--- src/rtl/cdb_pkg.sv ---
// Shared constants and payload type for the common-data-bus arbiter.
package cdb_pkg;

    localparam int unsigned NUM_REQ    = 4;
    localparam int unsigned NUM_CDB    = 2;
    localparam int unsigned RR_W       = $clog2(NUM_REQ);
    localparam int unsigned DEF_DATA_W = 32;
    localparam int unsigned DEF_PREG_W = 6;
    localparam int unsigned DEF_ROB_W  = 6;

    typedef struct packed {
        logic [DEF_PREG_W-1:0] dest;
        logic [DEF_ROB_W-1:0]  rob_idx;
        logic [DEF_DATA_W-1:0] value;
    } cdb_entry_t;

endpackage

--- src/rtl/cdb_rr_select.sv ---
// Round-robin picker: up to two pending requesters starting at rr_ptr.
module cdb_rr_select
    import cdb_pkg::*;
(
    input  logic [NUM_REQ-1:0] pending,
    input  logic [RR_W-1:0]    rr_ptr,
    output logic [NUM_REQ-1:0] grant0_c,
    output logic [NUM_REQ-1:0] grant1_c,
    output logic               grant0_valid_c,
    output logic               grant1_valid_c,
    output logic [RR_W-1:0]    rr_ptr_next_c
);

    logic [RR_W-1:0] idx;

    // Scan in rotated order; the later of the two grants sets the next pointer.
    always_comb begin
        grant0_c       = '0;
        grant1_c       = '0;
        grant0_valid_c = 1'b0;
        grant1_valid_c = 1'b0;
        rr_ptr_next_c  = rr_ptr;
        idx            = '0;
        for (int i = 0; i < NUM_REQ; i++) begin
            idx = rr_ptr + RR_W'(i);
            if (pending[idx]) begin
                if (!grant0_valid_c) begin
                    grant0_c[idx]  = 1'b1;
                    grant0_valid_c = 1'b1;
                    rr_ptr_next_c  = idx + RR_W'(1);
                end else if (!grant1_valid_c) begin
                    grant1_c[idx]  = 1'b1;
                    grant1_valid_c = 1'b1;
                    rr_ptr_next_c  = idx + RR_W'(1);
                end
            end
        end
    end

endmodule

--- src/rtl/cdb_arbiter.sv ---
// Collects results from three FUs and the LSU into per-requester holding
// registers and broadcasts up to two of them per cycle on the CDB.
module cdb_arbiter
    import cdb_pkg::*;
#(
    parameter int unsigned DATA_W = DEF_DATA_W,
    parameter int unsigned PREG_W = DEF_PREG_W,
    parameter int unsigned ROB_W  = DEF_ROB_W
)
(
    input  logic                        clk,
    input  logic                        reset_n,
    input  logic                        flush,
    input  logic [NUM_REQ-1:0]          req_valid,
    output logic [NUM_REQ-1:0]          req_ready,
    input  logic [NUM_REQ*PREG_W-1:0]   req_dest,
    input  logic [NUM_REQ*ROB_W-1:0]    req_rob_idx,
    input  logic [NUM_REQ*DATA_W-1:0]   req_value,
    output logic [NUM_CDB-1:0]          cdb_valid,
    output logic [NUM_CDB*PREG_W-1:0]   cdb_dest,
    output logic [NUM_CDB*ROB_W-1:0]    cdb_rob_idx,
    output logic [NUM_CDB*DATA_W-1:0]   cdb_value
);

    typedef struct packed {
        logic [PREG_W-1:0] dest;
        logic [ROB_W-1:0]  rob_idx;
        logic [DATA_W-1:0] value;
    } entry_t;

    logic   [NUM_REQ-1:0] pending_q, pending_d;
    entry_t [NUM_REQ-1:0] hold_q, hold_d;
    entry_t [NUM_REQ-1:0] req_c;
    logic   [RR_W-1:0]    rr_ptr_q, rr_ptr_d, rr_ptr_next_c;
    logic   [NUM_CDB-1:0] cdb_valid_q, cdb_valid_d;
    entry_t [NUM_CDB-1:0] cdb_q, cdb_d;
    logic   [NUM_REQ-1:0] grant0_c, grant1_c, accept_c;
    logic                 grant0_valid_c, grant1_valid_c;
    entry_t               sel0_c, sel1_c;

    for (genvar i = 0; i < NUM_REQ; i++) begin : g_req
        assign req_c[i].dest    = req_dest[i*PREG_W +: PREG_W];
        assign req_c[i].rob_idx = req_rob_idx[i*ROB_W +: ROB_W];
        assign req_c[i].value   = req_value[i*DATA_W +: DATA_W];
    end

    for (genvar s = 0; s < NUM_CDB; s++) begin : g_cdb
        assign cdb_dest[s*PREG_W +: PREG_W]   = cdb_q[s].dest;
        assign cdb_rob_idx[s*ROB_W +: ROB_W]  = cdb_q[s].rob_idx;
        assign cdb_value[s*DATA_W +: DATA_W]  = cdb_q[s].value;
    end
    assign cdb_valid = cdb_valid_q;

    cdb_rr_select u_rr_select (
        .pending        (pending_q),
        .rr_ptr         (rr_ptr_q),
        .grant0_c       (grant0_c),
        .grant1_c       (grant1_c),
        .grant0_valid_c (grant0_valid_c),
        .grant1_valid_c (grant1_valid_c),
        .rr_ptr_next_c  (rr_ptr_next_c)
    );

    // Ready is a function of state and flush only, so no loop through req_valid.
    assign req_ready = {NUM_REQ{!flush}} & (~pending_q | grant0_c | grant1_c);
    assign accept_c  = req_valid & req_ready;

    always_comb begin
        sel0_c = '0;
        sel1_c = '0;
        for (int i = 0; i < NUM_REQ; i++) begin
            if (grant0_c[i]) sel0_c = hold_q[i];
            if (grant1_c[i]) sel1_c = hold_q[i];
        end
    end

    always_comb begin
        pending_d   = pending_q;
        hold_d      = hold_q;
        rr_ptr_d    = rr_ptr_q;
        cdb_valid_d = '0;
        cdb_d       = cdb_q;
        if (flush) begin
            pending_d = '0;
        end else begin
            pending_d = (pending_q & ~(grant0_c | grant1_c)) | accept_c;
            for (int i = 0; i < NUM_REQ; i++) begin
                if (accept_c[i]) hold_d[i] = req_c[i];
            end
            cdb_valid_d = {grant1_valid_c, grant0_valid_c};
            if (grant0_valid_c) cdb_d[0] = sel0_c;
            if (grant1_valid_c) cdb_d[1] = sel1_c;
            rr_ptr_d = rr_ptr_next_c;
        end
    end

    always_ff @(posedge clk or negedge reset_n) begin
        if (!reset_n) begin
            pending_q   <= '0;
            hold_q      <= '0;
            rr_ptr_q    <= '0;
            cdb_valid_q <= '0;
            cdb_q       <= '0;
        end else begin
            pending_q   <= pending_d;
            hold_q      <= hold_d;
            rr_ptr_q    <= rr_ptr_d;
            cdb_valid_q <= cdb_valid_d;
            cdb_q       <= cdb_d;
        end
    end

endmodule
--- config.mk ---
export PLATFORM = sky130hd
export DESIGN_NAME = cdb_arbiter
export DESIGN_NICKNAME = d
export VERILOG_FILES = /design/src/rtl/cdb_pkg.sv /design/src/rtl/cdb_rr_select.sv /design/src/rtl/cdb_arbiter.sv
export SDC_FILE = /design/constraint.sdc
export NUM_CORES = 1
export LEC_CHECK = 0
export BUFFER_PORTS_ARGS = -buffer_cell sky130_fd_sc_hd__buf_2
export CAP_MARGIN = 40
export CORE_ASPECT_RATIO = 2
export CORE_MARGIN = 8
export CORE_UTILIZATION = 52
export CTS_CLUSTER_SIZE = 16
export DETAILED_ROUTE_END_ITERATION = 10
export GPL_ROUTABILITY_DRIVEN = 1
export PLACE_DENSITY = 0.72
export SLEW_MARGIN = 20
export SYNTH_ARGS = -nofsm -noshare
export SYNTH_HDL_FRONTEND = slang
export SYNTH_SLANG_ARGS = --single-unit
--- constraint.sdc ---
create_clock -name clk -period 5.2 [get_ports clk]
set_input_delay 1.04 -clock clk [delete_from_list [all_inputs] [get_ports clk]]
set_output_delay 1.04 -clock clk [all_outputs]
set_load 0.05 [all_outputs]
==> results of run 1 <==
[synth_stat cells, types with 8 or more instances]
library cell and number:
a21oi_1 101, a221oi_1 46, a22oi_1 44, buf_2 31, buf_6 8, clkbuf_1 60, dfrtp_1 272, inv_1 52
mux2_2 134, mux2_4 40, nand2_1 15, nand2b_1 44, nand3_1 47, nor2_1 14, o21ai_0 8, o221ai_1 44
o22ai_1 44, or3_1 44
[worst paths after layout]
| check | cells after the start | slack, ns | to |
|---|---|---|---|
| min | 1 | 0.52 | hold_q[144] |
| max | 9 | 0.12 | req_ready[1] |
| max in group asynchronous | 2 | 3.61 | cdb_value[59] |
| min reg2reg | 1 | 0.52 | hold_q[144] |
| max reg2reg | 10 | 0.67 | cdb_value[24] |
| min in group asynchronous | 1 | 0.59 | hold_q[43] |
[state kept, by name, summed over array words and instances (netlist names)]
name	cells
hold_q	176
cdb_valid	2
cdb_rob_idx	12
pending_q	4
rr_ptr_q	2
cdb_dest	12
cdb_value	64
[placed cells by master, fill, tap and decap left out, types with 3 or more instances in the layout]
master and instances:
nand3b_1 5, ha_1 5, a22oi_1 44, inv_1 51, nor2b_1 3, mux2_2 134
o21ai_0 8, nand3_1 46, o22ai_1 44, clkbuf_1 3, nor2_1 13, clkbuf_8 5
diode_2 4, or3_1 44, nand2_1 14, dfrtp_1 272, clkinv_2 4, a21oi_1 100
buf_4 21, mux2_1 3, o221ai_1 44, nand2b_1 44, buf_2 275, buf_12 7
clkbuf_16 25, bufinv_16 4, mux2_4 40, a221oi_1 45, mux4_2 3, a32oi_1 4
mux2i_1 4, o211ai_1 4
[worst max-delay path, delay by kind of cell, from the launching register on]
family                     cells  cell delay (ns)
AOI/OAI and AO/OA              1             0.17
buffers and inverters          2             0.39
adders and majority gates      1             0.63
and+or+nand+nor                4             1.09
DFF                            1             0.47
muxes                          1             0.73
[cells by family after synthesis]
| group | Yosys count | synth area share [%] |
|---|---|---|
| flops | 272 | 51.5 |
| mux | 184 | 17.0 |
| compound gates | 316 | 16.7 |
| simple gates | 196 | 8.81 |
| fa+ha+maj | 5 | 0.474 |
| xor+xnor | 1 | 0.0663 |
| buf+inv | 159 | 5.32 |
[stage by stage]
step           hold WS (ns)  setup WS (ns)
3_3_place_gp          0.499          0.832
2_1_floorplan         0.482          0.643
5_1_grt               0.545        0.00450
6_report              0.523          0.119
3_5_place_dp          0.505          0.760
4_1_cts               0.522          0.175
[routing by layer]
layer  global-route usage (%)  wire [µm]  part of all wire [%]  vias to the layer above
met1                     30.8      15200                    34                     5365
met4                     21.2       3190                   7.2                        2
met5                        0         13                 0.029                        -
met3                     5.42       3480                   7.8                      201
met2                     48.3      22600                    51                      676
li1                         -          -                     -                     4712
[cell type report]
type	count	area (µm²)	area share, %
sequential	272	6810	43.2
timing repair buffer	304	1690	10.7
tap	336	420	2.67
clock buffer	33	706	4.47
antenna	4	10.0	0.0635
clock inverter	12	173	1.09
inverter	53	199	1.26
multi-input combinational	702	5770	36.6
[where the power goes]
| part | switching, mW | total (mW) | internal [mW] |
|---|---|---|---|
| registers | 0.819 | 3.95 | 3.13 |
| logic | 3.93 | 6.05 | 2.12 |
| clock network | 0.828 | 1.99 | 1.16 |
| total | 5.58 | 12.0 | 6.41 |
==> impl_metrics.tcl, run 1 <==
set metrics [dict create \
    drtPass1Iterations 6 \
    final_antenna_net_count 0 \
    period_share_pct 97.7 \
    drive_gt1_share_pct 39.5 \
    cp_slowest_cell "mux4_2" \
    hp-start "hold_q[144]" \
    setup.worst_path.class "flop to output port" \
    synth_cells 1133 \
    syn_to_final_growth_pct 19.4 \
    slew_violations 0 \
    grt_pass1_vias 11700 \
    die-area_um2 31100 \
    vdd_ir_drop_max_v 0.000439 \
    synth_edf_count 0 \
    power.density_nw_per_um2 760 \
    clock_path_buffers 3 \
    critPathLaunch "rr_ptr_q[1]" \
    io_pins 277 \
    grt_pass1_wl_um 67300 \
    fin_nets 1546 \
    overflow 0 \
    relSlewSlack_pct 38.3 \
    synth_area_um2 13200 \
    rows 82 \
    power_mw 12.0 \
    grt_setup_unrepaired "no" \
    start_kind "flop" \
    yosysSeqAreaShare_pct 51.5 \
    root_buffer "clkbuf_16" \
    initial_core_util_pct 52.8 \
    h-tree-depth 1 \
    wl_per_cell_um 25.9 \
    viasPerCell 6.38 \
    r2r_start "rr_ptr_q[1]" \
    cts_num_sinks 272 \
    setup_viol 0 \
    synth_seq_cells 272 \
    ys_types 62 \
    cts_tree "yes" \
    crit_fanout 18 \
    grtUsageTotal_pct 28.4 \
    port_buffers 276 \
    synth_area_leaders "dfrtp_1 (52%), mux2_2 (11%), mux2_4 (4.5%), a21oi_1 (3.8%), a221oi_1 (3.1%)" \
    clk_latency_ns 0.54 \
    worst_pin_slew_ns 0.925 \
    setup_tns_ns 0 \
    syn_avg_cell_area_um2 11.7 \
    die_h_um 241 \
    drc 0 \
    cp.arrival_ns 4.04 \
    min_path_type "flop to flop" \
    place.gp.congestion 0.889 \
    synth_top_cell_area_share_pct 51.5 \
    holdBufCountCts 0 \
    cts_resized 0 \
    required_ns 4.16 \
    synthArstFlopShare_pct 100 \
    fillers 2081 \
    slowest_delay_ns 0.73 \
    hpwl_um 29700 \
    grt_antenna_before_repair 6 \
    fin_area_um2 15800 \
    placed_cells 1667 \
    grt_start_max_net_pins 116 \
    placed_area_um2 14900 \
    maxCapViolations 0 \
    cts.clk_slew.worst_paths_ns 0.06 \
    hold_viol 0 \
    fin_skew_ns 0.00865 \
    die_width_um 129 \
    end_kind "output port" \
    routed_wl_um 44500 \
    period_needed_ns 5.08 \
    core_area_um2 25000 \
    cts_buffers 25 \
    vias 11000 \
    layout.cells.non_filler 1716 \
    syn_nets 1321 \
    utilization_pct 63.0 \
    yosys.area.top_type "dfrtp_1" \
    cts_setup_buffers 0 \
    drt-initial-drc-count 887 \
    max_freq_mhz 197 \
    status "completed" \
    leakage_nw 6.96 \
    worstPathCellList "inv_1, ha_1, mux4_2, or2_0, and3_1, nand2_1, and2_2, a31oi_1, buf_2" \
    synth_top_flop_cell "dfrtp_1" \
    ys_warn_count 0 \
]
Power figures use the tool's default switching activity.
==> inputs of run 2 (changes only) <==
==> constraint.sdc (replaced) <==
create_clock -name clk -period 5.2 [get_ports clk]
set_input_delay 0.26 -clock clk [delete_from_list [all_inputs] [get_ports clk]]
set_output_delay 0.26 -clock clk [all_outputs]
set_load 0.05 [all_outputs]
==> impl_metrics.tcl, run 2 (synthesis gave the netlist of run 1 again) <==
set metrics [dict create \
    status "completed" \
    routed_wl_um 48800 \
    layout_commonest_cell "buf_2" \
    die_h_um 241 \
    drt-initial-drc-count 1032 \
    drtPass1Iterations 7 \
    period_needed_ns 3.98 \
    cts_resized 0 \
    cts_num_sinks 272 \
    overflow 0 \
    grt_antenna_before_repair 4 \
    crit_fanout 26 \
    drive_gt1_share_pct 35.2 \
    required_ns 4.94 \
    syn_to_final_growth_pct 33.8 \
    largest_reg_flops 176 \
    setup_viol 0 \
    top_register "hold_q" \
    power.density_nw_per_um2 692 \
    min_path_type "input port to flop" \
    relSlewSlack_pct 41.9 \
    min_path_cells 3 \
    io_pins 277 \
    rr_endpoint "hold_q[128]" \
    grtUsageTotal_pct 31.3 \
    die-area_um2 31100 \
    leakage_nw 7.77 \
    end_kind "output port" \
    drc 0 \
    place.gp.congestion 0.906 \
    grt_setup_unrepaired "no" \
    clock_path_buffers 3 \
    slew_violations 0 \
    maxCapViolations 0 \
    max_freq_mhz 251 \
    r2r_setup_slack_ns 1.29 \
    clk_latency_ns 0.54 \
    vias 12000 \
    grt_start_max_net_pins 129 \
    viasPerCell 6.32 \
    r2r_start "rr_ptr_q[0]" \
    vdd_ir_drop_max_v 0.000414 \
    hp-start "req_valid[0]" \
    cts_buffers 26 \
    final_antenna_net_count 0 \
    min_to "pending_q[0]" \
    core_area_um2 25000 \
    holdBufCountCts 179 \
    die_width_um 129 \
    cp.arrival_ns 3.72 \
    initial_core_util_pct 52.8 \
    cts.clk_slew.worst_paths_ns 0.07 \
    fillers 1806 \
    setup_tns_ns 0 \
    fin_nets 1732 \
    hold_viol 0 \
    wl_per_cell_um 25.7 \
    root_buffer "clkbuf_16" \
    start_kind "flop" \
    hpwl_um 29700 \
    setup.worst_path.class "flop to output port" \
    r2r_cells 9 \
    grt_pass1_vias 13000 \
    rows 82 \
    final_cell_mix "buf_2 (275), dfrtp_1 (272), dlygate4sd3_1 (179)" \
    fin_skew_ns 0.0106 \
    worst_pin_slew_ns 0.869 \
    period_share_pct 76.6 \
    cts_tree "yes" \
    h-tree-depth 1 \
    utilization_pct 70.6 \
    port_buffers 276 \
    cts_setup_buffers 0 \
    grt_pass1_wl_um 74500 \
]
run 2: cell types whose count changed in the layout (fill, tap and decap cells not counted), moves of 2 or more:
cell | before | now
buf_12 | 7 | 4
clkbuf_16 | 25 | 27
bufinv_16 | 4 | 1
dlygate4sd3_1 | 0 | 179
buf_4 | 21 | 24
inv_6 | 2 | 0
buf_16 | 0 | 5
clkbuf_8 | 5 | 8
run 2: final cells by class:
cell class	instances	area (µm²)	area share, %
Sequential cell	272	6810	38.5
Multi-Input combinational cell	702	5770	32.6
Timing Repair Buffer	489	3600	20.3
Clock buffer	39	801	4.53
Tap cell	336	420	2.38
Inverter	53	199	1.13
Clock inverter	8	71.3	0.404
Antenna cell	5	12.5	0.0708
run 2: layer usage:
metal | part of all wire (%) | track usage (%)
met5 | 0 | 0
met1 | 34 | 33.0
met3 | 7.5 | 5.53
met2 | 52 | 55.0
met4 | 7.0 | 22.3
run 2: how the worst max path moves through the flow:
stage | from | endpoint | slack, ns
after global routing | pending_q[1] | req_ready[1] | 1.10
final | pending_q[1] | req_ready[1] | 1.22
after global placement | rr_ptr_q[0] | hold_q[16] | 1.20
after detailed placement | rr_ptr_q[0] | hold_q[94] | 1.37
after CTS | rr_ptr_q[0] | req_ready[1] | 1.23
after floorplan | rr_ptr_q[0] | req_ready[1] | 1.42
run 2: where the power goes:
group	switching, mW	internal (mW)	leakage, nW
clock	0.826	1.11	0.433
combinational	4.11	2.26	4.15
sequential	0.776	3.13	3.19
run 2: critical path: stages (launching register included):
cell      delay (ns)
dfrtp_1         0.84
or3b_1          0.41
a2111o_1        0.42
nand2_2         0.18
a221o_2         0.54
inv_2           0.12
a31oi_1         0.31
buf_2           0.34
run 2: metrics by stage:
stage                     total power [mW]  cells  setup slack (ns)  hold WS [ns]  instance area (µm²)
final                                 12.2   1904              1.22        0.0634                17700
after global routing                  12.8   1903              1.10        0.0944                17700
after CTS                             12.1   1897              1.23        0.0389                17600
after detailed placement              9.99   1671              1.37         0.295                14900
after global placement                9.84   1667              1.20         0.291                14800
after floorplan                       8.11   1133              1.42       -0.0356                13200
